File: src/rtl/cloclz_share_ctrl_pkg.sv
// Shared execute-stage constants for the CLO/CLZ unit: operation encodings
// and issue-slot identifiers carried on the response.
package cloclz_share_ctrl_pkg;

  localparam logic OP_CLO = 1'b0;
  localparam logic OP_CLZ = 1'b1;

  localparam logic SLOT0 = 1'b0;
  localparam logic SLOT1 = 1'b1;

  localparam int CNT_W = 6;  // counts 0..32

endpackage

File: src/rtl/cloclz_cnt.sv
// Combinational leading-ones / leading-zeros counter on a 32-bit operand.
// CLO is computed as CLZ of the inverted operand so one scan serves both ops.
module cloclz_cnt
  import cloclz_share_ctrl_pkg::*;
(
  input  logic [31:0]      src_i,
  input  logic             op_i,
  output logic [CNT_W-1:0] cnt_o
);

  logic [31:0] scan;
  logic        found;

  // NOTE: every variable gets a value before the loop, so no path leaves it unassigned and no latch is inferred.
  always_comb begin
    scan  = (op_i == OP_CLO) ? ~src_i : src_i;
    cnt_o = CNT_W'(32);
    found = 1'b0;
    for (int i = 31; i >= 0; i--) begin
      if (!found && scan[i]) begin
        cnt_o = CNT_W'(31 - i);
        found = 1'b1;
      end
    end
  end

endmodule

File: src/rtl/cloclz_share_ctrl.sv
// Shares one CLO/CLZ counter between two issue slots: round-robin request
// arbitration feeding a single registered response stage with backpressure.
module cloclz_share_ctrl
  import cloclz_share_ctrl_pkg::*;
#(
  parameter int   TAG_W   = 4,
  parameter logic RR_INIT = 1'b0
) (
  input  logic             clk,
  input  logic             resetn,
  input  logic             flush,
  input  logic             req0_valid,
  output logic             req0_ready,
  input  logic [31:0]      req0_src,
  input  logic             req0_type,
  input  logic [TAG_W-1:0] req0_tag,
  input  logic             req1_valid,
  output logic             req1_ready,
  input  logic [31:0]      req1_src,
  input  logic             req1_type,
  input  logic [TAG_W-1:0] req1_tag,
  output logic             rsp_valid,
  input  logic             rsp_ready,
  output logic [31:0]      rsp_data,
  output logic             rsp_id,
  output logic [TAG_W-1:0] rsp_tag
);

  logic             rsp_valid_q, rsp_valid_d;
  logic [CNT_W-1:0] rsp_cnt_q, rsp_cnt_d;
  logic             rsp_id_q, rsp_id_d;
  logic [TAG_W-1:0] rsp_tag_q, rsp_tag_d;
  logic             rr_ptr_q, rr_ptr_d;

  logic             accept, grant0, grant1, grant;
  logic             sel_slot, sel_type;
  logic [31:0]      sel_src;
  logic [TAG_W-1:0] sel_tag;
  logic [CNT_W-1:0] cnt;

  cloclz_cnt u_cnt (
    .src_i (sel_src),
    .op_i  (sel_type),
    .cnt_o (cnt)
  );

  always_comb begin
    // Readys are held low during reset even though the response stage is empty.
    accept = resetn & ~flush & (~rsp_valid_q | rsp_ready);
    grant0 = accept & req0_valid & (~req1_valid | (rr_ptr_q == SLOT0));
    grant1 = accept & req1_valid & (~req0_valid | (rr_ptr_q == SLOT1));
    grant  = grant0 | grant1;

    sel_slot = grant1 ? SLOT1 : SLOT0;
    sel_src  = grant1 ? req1_src  : req0_src;
    sel_type = grant1 ? req1_type : req0_type;
    sel_tag  = grant1 ? req1_tag  : req0_tag;

    rsp_valid_d = rsp_valid_q;
    rsp_cnt_d   = rsp_cnt_q;
    rsp_id_d    = rsp_id_q;
    rsp_tag_d   = rsp_tag_q;
    rr_ptr_d    = rr_ptr_q;

    if (grant) begin
      rsp_valid_d = 1'b1;
      rsp_cnt_d   = cnt;
      rsp_id_d    = sel_slot;
      rsp_tag_d   = sel_tag;
      rr_ptr_d    = ~sel_slot;
    end else if (flush | rsp_ready) begin
      rsp_valid_d = 1'b0;
    end
  end

  // NOTE: state registers use non-blocking assignments so every flop samples pre-edge values.
  always_ff @(posedge clk or negedge resetn) begin
    if (!resetn) begin
      rsp_valid_q <= 1'b0;
      rsp_cnt_q   <= '0;
      rsp_id_q    <= SLOT0;
      rsp_tag_q   <= '0;
      rr_ptr_q    <= RR_INIT;
    end else begin
      rsp_valid_q <= rsp_valid_d;
      rsp_cnt_q   <= rsp_cnt_d;
      rsp_id_q    <= rsp_id_d;
      rsp_tag_q   <= rsp_tag_d;
      rr_ptr_q    <= rr_ptr_d;
    end
  end

  assign req0_ready = grant0;
  assign req1_ready = grant1;
  assign rsp_valid  = rsp_valid_q;
  assign rsp_data   = {{(32 - CNT_W){1'b0}}, rsp_cnt_q};
  assign rsp_id     = rsp_id_q;
  assign rsp_tag    = rsp_tag_q;

endmodule
File: config.mk
export PLATFORM = sky130hd
export DESIGN_NAME = cloclz_share_ctrl
export DESIGN_NICKNAME = d
export VERILOG_FILES = /design/src/rtl/cloclz_share_ctrl_pkg.sv /design/src/rtl/cloclz_cnt.sv /design/src/rtl/cloclz_share_ctrl.sv
export SDC_FILE = /design/constraint.sdc
export NUM_CORES = 1
export LEC_CHECK = 0
export ABC_AREA = 1
export CAP_MARGIN = 20
export CORE_MARGIN = 4
export CORE_UTILIZATION = 45
export DETAILED_ROUTE_END_ITERATION = 10
export GPL_TIMING_DRIVEN = 0
export PLACE_DENSITY = 0.88
export SYNTH_ARGS = -nofsm -noshare
export SYNTH_HDL_FRONTEND = slang
export SYNTH_SLANG_ARGS = --single-unit
File: constraint.sdc
create_clock -name clk -period 5 [get_ports clk]
set_input_delay 1 -clock clk [delete_from_list [all_inputs] [get_ports clk]]
set_output_delay 1 -clock clk [all_outputs]
set_load 0.03 [all_outputs]
==> summary.md, run 1 <==
| Metric | Value |
|---|---|
| Status | completed |
| LEAKAGE | 1.92 nW |
| Routability cong. | 0.880 |
| Most frequent cells in the layout | nand2_1, clkdlybuf4s50_1, inv_1 |
| Number of synthesized flops with an enable pin | 0 |
| Initial antenna violation count | 0 |
| Worst Path Required | 5.17 ns |
| Crit-path most repeated cell | nand2_1 |
| Detailed Route Iter0 Violations | 99 |
| Routed len/inst | 11.7 µm |
| Share of cells above drive strength 1 | 15.3% |
| Ant. Diodes | 0 |
| Row count | 26 |
| Worst hold-check path type | reg -> reg |
| Number of max-cap violations | 0 |
| GRT overflow | 0 |
| Layout area overhead | 47.6% |
| PortBufs | 93 |
| Cell Pwr Density | 181 nW/µm² |
| Min cycle time layout | 4.49 ns |
| Switch share | 43.8% |
| Average size of a mapped cell | 6.69 µm² |
| Die X | 81.4 µm |
| Top Ports | 120 |
| Largest net degree at the start of global routing | 15 |
| DR vias/cell | 4.69 |
| Unrepaired setup endpoints after global routing | false |
| Combinational Power Share | 63.8% |
| Fin crit share | 89.8% |
| Sequential power share | 22.3% |
| Global-route wire length before repair | 9.94 mm |
| Hold Buf Count CTS | 0 |
| CP Class | in -> reg |
| Vias | 2600 |
| Total Wirelength | 6.46 mm |
| Total Routing Usage GR | 18.3% |
| Worst slew pin tran | 0.678 ns |
| Endpoints failing setup | 0 |
| CP Launch Type | primary input |
| Max Fanout on Critical Path | 10 |
| Setup bufs post-CTS | 0 |
| # H-tree levels | 1 |
| Number of remaining DRC errors | 0 |
| Synth Warn # | 0 |
| Clock sink count | 13 |
| Async S/R FF share, synth | 100% |
| TritonCTS clock tree | done |
| Num CTS Buffers | 3 |
| Register area share after synthesis | 13.4% |
| Commonest non-fill, non-tap cell in the layout | nand2_1 |
| Post-synth cell types | 43 |
| Internal power | 0.364 mW |
| Chip height | 81.4 µm |
| Clk Tree Root Cell | clkbuf_8 |
| Final slew viol count | 0 |
| Post-DP HPWL | 5.48 mm |
| Synth Instances | 362 |
| Clock Power Share | 13.8% |
| Vias in the first global route | 2447 |
| Fin nets | 565 |
| Synthesized area | 2420 µm² |
| Initial Utilization | 46.8% |
| Max clock buf depth | 2 |
| Synth Register Bits | 13 |
| Clk_skew | 0.00173 ns |
| Die area | 6620 µm² |
| Slowest cell delay on critical path | 0.51 ns |
| Fin Hold WS | 0.469 ns |
| Final Hold Vio Count | 0 |
| Fmax | 223 MHz |
| Main synth FF type | dfrtp_1 |
| Initial DRT Pass Iterations | 4 |
| Clock Pin Slew Worst Setup and Hold Paths | 0.05 ns |
| Worst Setup End Kind | flip-flop |
| Placed Cells | 550 |
| Worst path arrival time | 4.66 ns |
| Core ar. | 5170 µm² |
| Worst vdd ir | 0.202 mV |
| Total Power | 0.647 mW |
| Crit-path slowest cell | clkdlybuf4s50_1 |
| ANT nets after route | 0 |
| Switching pwr | 0.283 mW |
| Post-Layout Cell Count | 554 |
| Slew margin rel. | 54.8% |
| Clk Latency, worst-skew pair | 0.23 ns |
[logic make-up (layout without fill, tap and decap cells)]
family / count (synthesis) / after routing / share of synthesized area (%)
simple gates: 197 / 197 / 41.6
buf+inv: 83 / 180 / 19.6
xor+xnor: 28 / 28 / 11.4
compound gates: 24 / 24 / 7.08
mux: 16 / 16 / 6.77
flops: 13 / 13 / 13.4
other cells: 1 / 26 / 0.155
[power groups by stage]
stage               logic, mW  clock network (mW)  registers (mW)
finish                  0.413              0.0895           0.144
global route            0.448              0.0979           0.148
CTS                     0.414              0.0908           0.145
detailed placement      0.412                   0           0.146
global placement        0.403                   0           0.145
floorplan               0.217                   0           0.190
[per-stage QoR]
| step | setup TNS, ns | instance area (µm²) | worst slack, ns | utilization (%) |
|---|---|---|---|---|
| 2_1_floorplan | 0 | 2510 | 1.32 | - |
| 3_5_place_dp | -0.465 | 3530 | -0.156 | 68.3 |
| 4_1_cts | 0 | 3580 | 0.0612 | 69.2 |
| 5_1_grt | 0 | 3570 | 0.0812 | 69.1 |
| 6_report | 0 | 3570 | 0.509 | 69.1 |
| 3_3_place_gp | -0.00807 | 3530 | -0.00807 | 68.3 |
[repair_timing]
item                                   CTS  global route
setup endpoints to repair                0             6
endpoints found under the hold margin    0             0
gates resized for setup                  0             2
[worst max-delay path, delay by kind of cell]
family	cells	cell delay [ns]
and+or+nand+nor	25	2.73
AOI/OAI and AO/OA	1	0.10
buffers and inverters	4	0.81
[cell type report]
| class | count | area [µm²] |
|---|---|---|
| Multi-Input combinational cell | 291 | 1720 |
| Fill cell | 433 | 1600 |
| Buffer | 36 | 298 |
| Sequential cell | 13 | 325 |
| Tap cell | 70 | 87.6 |
| Timing Repair Buffer | 93 | 926 |
| Clock buffer | 4 | 45.0 |
| Inverter | 47 | 176 |
[flip-flops by register name (all words and copies together) (netlist names)]
name	cells
rsp_id	1
rsp_cnt_q	6
rr_ptr_q	1
rsp_valid	1
rsp_tag	4
[routing by layer]
layer | global-route usage [%] | routed length (µm) | vias up
met2 | 34.1 | 3220 | 99
met5 | 0 | 0 | -
met1 | 20.8 | 2600 | 1146
met3 | 3.88 | 568 | 10
met4 | 5.07 | 77 | 0
li1 | - | - | 1345
[synthesized netlist by cell type, drive strengths merged, types with 2 or more instances]
cell | number | area share, %
mux2i | 16 | 6.8
clkbuf | 3 | 0.47
nor3 | 3 | 0.83
dfrtp | 13 | 13
nand4 | 19 | 6.2
o31ai | 2 | 0.62
a21oi | 4 | 1.3
nand2 | 110 | 20
a211oi | 2 | 0.62
nand3b | 8 | 3.0
o21ai | 10 | 2.5
o2111ai | 2 | 0.72
nand3 | 18 | 3.9
buf | 33 | 12
clkinv | 2 | 0.31
xor2 | 28 | 11
nor2 | 36 | 7.2
inv | 45 | 7.0
[worst paths after layout]
path                            slack [ns]            to  cells after the start  startpoint
worst max register to register        1.33  rsp_cnt_q[1]                     30   rsp_valid
worst min register to register        0.47        rsp_id                      2      rsp_id
worst min-delay path                  0.47        rsp_id                      2      rsp_id
min in group asynchronous             0.66  rsp_cnt_q[1]                      1      resetn
max in group asynchronous             4.08  rsp_cnt_q[2]                      1      resetn
worst max-delay path                  0.51  rsp_cnt_q[1]                     30   rsp_ready
(Power assumes the default switching activity.)
==> inputs of run 2 (changes only) <==
- CORE_UTILIZATION: 45 -> 46
- CTS_BUF_LIST: not set -> sky130_fd_sc_hd__clkbuf_8
- PLACE_DENSITY: 0.88 -> 0.9
==> run 2 against run 1 <==
Against the previous run: first-iteration DRC count up 20%; sequential cell count unchanged; fmax up 1.8%.
==> summary.md, run 2 (synthesis results as in run 1) <==
| Metric | Value |
|---|---|
| R2r setup slk | 1.45 ns (was 1.33 ns) |
| Most flop-heavy register | rsp_cnt_q (unchanged) |
| Ant. Diodes | 0 (unchanged) |
| Post-Place Cell Area | 3530 µm² (unchanged) |
| Cell Pwr Density | 181 nW/µm² (about the same) |
| Clock Pin Slew Worst Setup and Hold Paths | 0.05 ns (about the same) |
| Clk Tree Root Cell | clkbuf_8 (unchanged) |
| Initial Utilization | 47.4% (was 46.8%) |
| Number of max-cap violations | 0 (unchanged) |
| Layout fillers | 445 (was 433) |
| Detailed Route Iter0 Violations | 119 (was 99) |
| Largest register FFs | 6 (unchanged) |
| Largest net degree at the start of global routing | 15 (unchanged) |
| Status | completed (unchanged) |
| Unrepaired setup endpoints after global routing | false (unchanged) |
| Post-DP HPWL | 5.48 mm (unchanged) |
| Layout area overhead | 47.6% (unchanged) |
| Worst vdd ir | 0.190 mV (was 0.202 mV) |
| Total Wirelength | 6.41 mm (was 6.46 mm) |
| Top Ports | 120 (unchanged) |
| Endpoints failing setup | 0 (unchanged) |
| PortBufs | 93 (unchanged) |
| DR vias/cell | 4.67 (was 4.69) |
| Placed Cells | 550 (unchanged) |
| Area of the multi-input gates | 1720 µm² (unchanged) |
| Num CTS Buffers | 3 (unchanged) |
| Setup bufs post-CTS | 0 (unchanged) |
| Reg2Reg Depth | 22 (was 30) |
| Buf/Inv on CP | 5 (was 4) |
| CP Class | in -> reg (unchanged) |
| Slowest cell delay on critical path | 0.46 ns (was 0.51 ns) |
| Fin Setup TNS | 0 ns (unchanged) |
| Global-route wire length before repair | 10.5 mm (was 9.94 mm) |
| Met2 Usage GRT | 36.8% (was 34.1%) |
| Worst Setup End Kind | flip-flop (unchanged) |
| Clock sink count | 13 (unchanged) |
| Commonest non-fill, non-tap cell in the layout | nand2_1 (unchanged) |
| Most frequent cells in the layout | nand2_1, clkdlybuf4s50_1, inv_1 (unchanged) |
| Initial DRT Pass Iterations | 4 (unchanged) |
| CP top delay family | simple AND/OR/NAND/NOR gates (unchanged) |
| Post-Layout Cell Count | 554 (unchanged) |
| Fin nets | 565 (unchanged) |
| Vias | 2587 (was 2600) |
| Core ar. | 5110 µm² (was 5170 µm²) |
| Clk Latency, worst-skew pair | 0.24 ns (was 0.23 ns) |
| Die X | 80.5 µm (was 81.4 µm) |
| Crit. path cell count | 23 (was 30) |
| Clk_skew | 0.00367 ns (was 0.00173 ns) |
| Vias in the first global route | 2480 (was 2447) |
| CP Launch Type | primary input (unchanged) |
| ANT nets after route | 0 (unchanged) |
| TritonCTS clock tree | done (unchanged) |
| Slew margin rel. | 59.8% (was 54.8%) |
| LEAKAGE | 1.92 nW (about the same) |
| Fin Hold WS | 0.483 ns (was 0.469 ns) |
| Chip height | 80.5 µm (was 81.4 µm) |
| Met1 Use GR | 22.9% (was 20.8%) |
| Final slew viol count | 0 (unchanged) |
| Number of remaining DRC errors | 0 (unchanged) |
| Design area | 3570 µm² (unchanged) |
| Hold path depth | 2 (unchanged) |
| Met3 GRT Util | 3.25% (was 3.88%) |
| Worst slew pin tran | 0.601 ns (was 0.678 ns) |
| Cell breakdown of the critical path | clkdlybuf4s50_1, clkinv_1, nand2_2, nor2_4, nand2_4, buf_6, clkbuf_1, mux2i_1, xor2_1, nand4_2, nor2_2, nand4_2, nor2_1, nand4_1, nor2_2, nand4_1, nor2_2, nand4_1, nand2_1, inv_1, nand2_1, nand2_1, nand2_1 |
| Worst path arrival time | 4.59 ns (was 4.66 ns) |
| Share of cells above drive strength 1 | 15.3% (unchanged) |
| Total Routing Usage GR | 19.6% (was 18.3%) |
| Fmax | 227 MHz (was 223 MHz) |
| Min cycle time layout | 4.41 ns (was 4.49 ns) |
| Crit-path slowest cell | clkdlybuf4s50_1 (unchanged) |
| Row count | 26 (unchanged) |
| Crit-path most repeated cell | nand2_1 (unchanged) |
| Final Hold Vio Count | 0 (unchanged) |
| Fin crit share | 88.2% (was 89.8%) |
| Routed len/inst | 11.6 µm (was 11.7 µm) |
| # H-tree levels | 1 (unchanged) |
| GRT overflow | 0 (unchanged) |
| Reg area | 325 µm² (unchanged) |
| Global routing's busiest layer | met2 (unchanged) |
| Worst hold-check path type | reg -> reg (unchanged) |
| Worst Path Required | 5.18 ns (was 5.17 ns) |
| Die area | 6490 µm² (was 6620 µm²) |
| Max Fanout on Critical Path | 10 (unchanged) |
| Initial antenna violation count | 0 (unchanged) |
| Routability cong. | 0.850 (was 0.880) |
| Max clock buf depth | 2 (unchanged) |
## run 2: cell count changes in the layout (fill, tap and decap cells not counted), sizes merged
| cell | change |
|---|---|
| clkbuf | -1 |
| inv | +1 |
## run 2: path summary, 6_finish.rpt
path / from / end
worst max-delay path: flush / rsp_cnt_q[1]
worst max register to register: rsp_valid / rsp_cnt_q[1]
max in group asynchronous: resetn / rsp_valid
min in group asynchronous: resetn / rsp_tag[1]
worst min register to register: rsp_cnt_q[1] / rsp_cnt_q[1]
worst min-delay path: rsp_cnt_q[1] / rsp_cnt_q[1]
## run 2: layer usage
metal,up-vias,wire length [µm]
li1,1343,-
met1,1146,2610
met2,89,3230
met3,9,487
met4,0,83
met5,-,0
## run 2: through the flow
stage / setup slack [ns] / util (%) / total power, mW
after floorplan: 1.32 / - / 0.407
after global placement: -0.000688 / 69.2 / 0.547
after detailed placement: -0.114 / 69.2 / 0.556
after CTS: 0.119 / 70.1 / 0.649
after global routing: 0.134 / 70.0 / 0.695
final: 0.590 / 70.0 / 0.646
## run 2: worst min-delay path: stages, from the launching register on
cell     delay [ns]
dfrtp_1        0.34
nand2_1        0.05
nand2_1        0.06
## run 2: area by class of cell
type | count | share of cell area [%]
clock buffer | 3 | 1.16
inverter | 47 | 4.94
buffer | 36 | 8.33
multi-input combinational | 291 | 48.0
tap | 70 | 2.45
clock inverter | 1 | 0.105
sequential | 13 | 9.10
timing repair buffer | 93 | 25.9
## run 2: repair_timing
item,4_1_cts,5_1_grt
gates resized for setup,0,2
endpoints found under the hold margin,0,0
hold buffers,0,0
setup endpoints to repair,0,6
## run 2: power breakdown
| group | switching (mW) | internal (mW) | leakage (nW) |
|---|---|---|---|
| registers | 0.0143 | 0.130 | 0.161 |
| logic | 0.235 | 0.177 | 1.73 |
| clock network | 0.0355 | 0.0541 | 0.0269 |
| total | 0.284 | 0.362 | 1.92 |
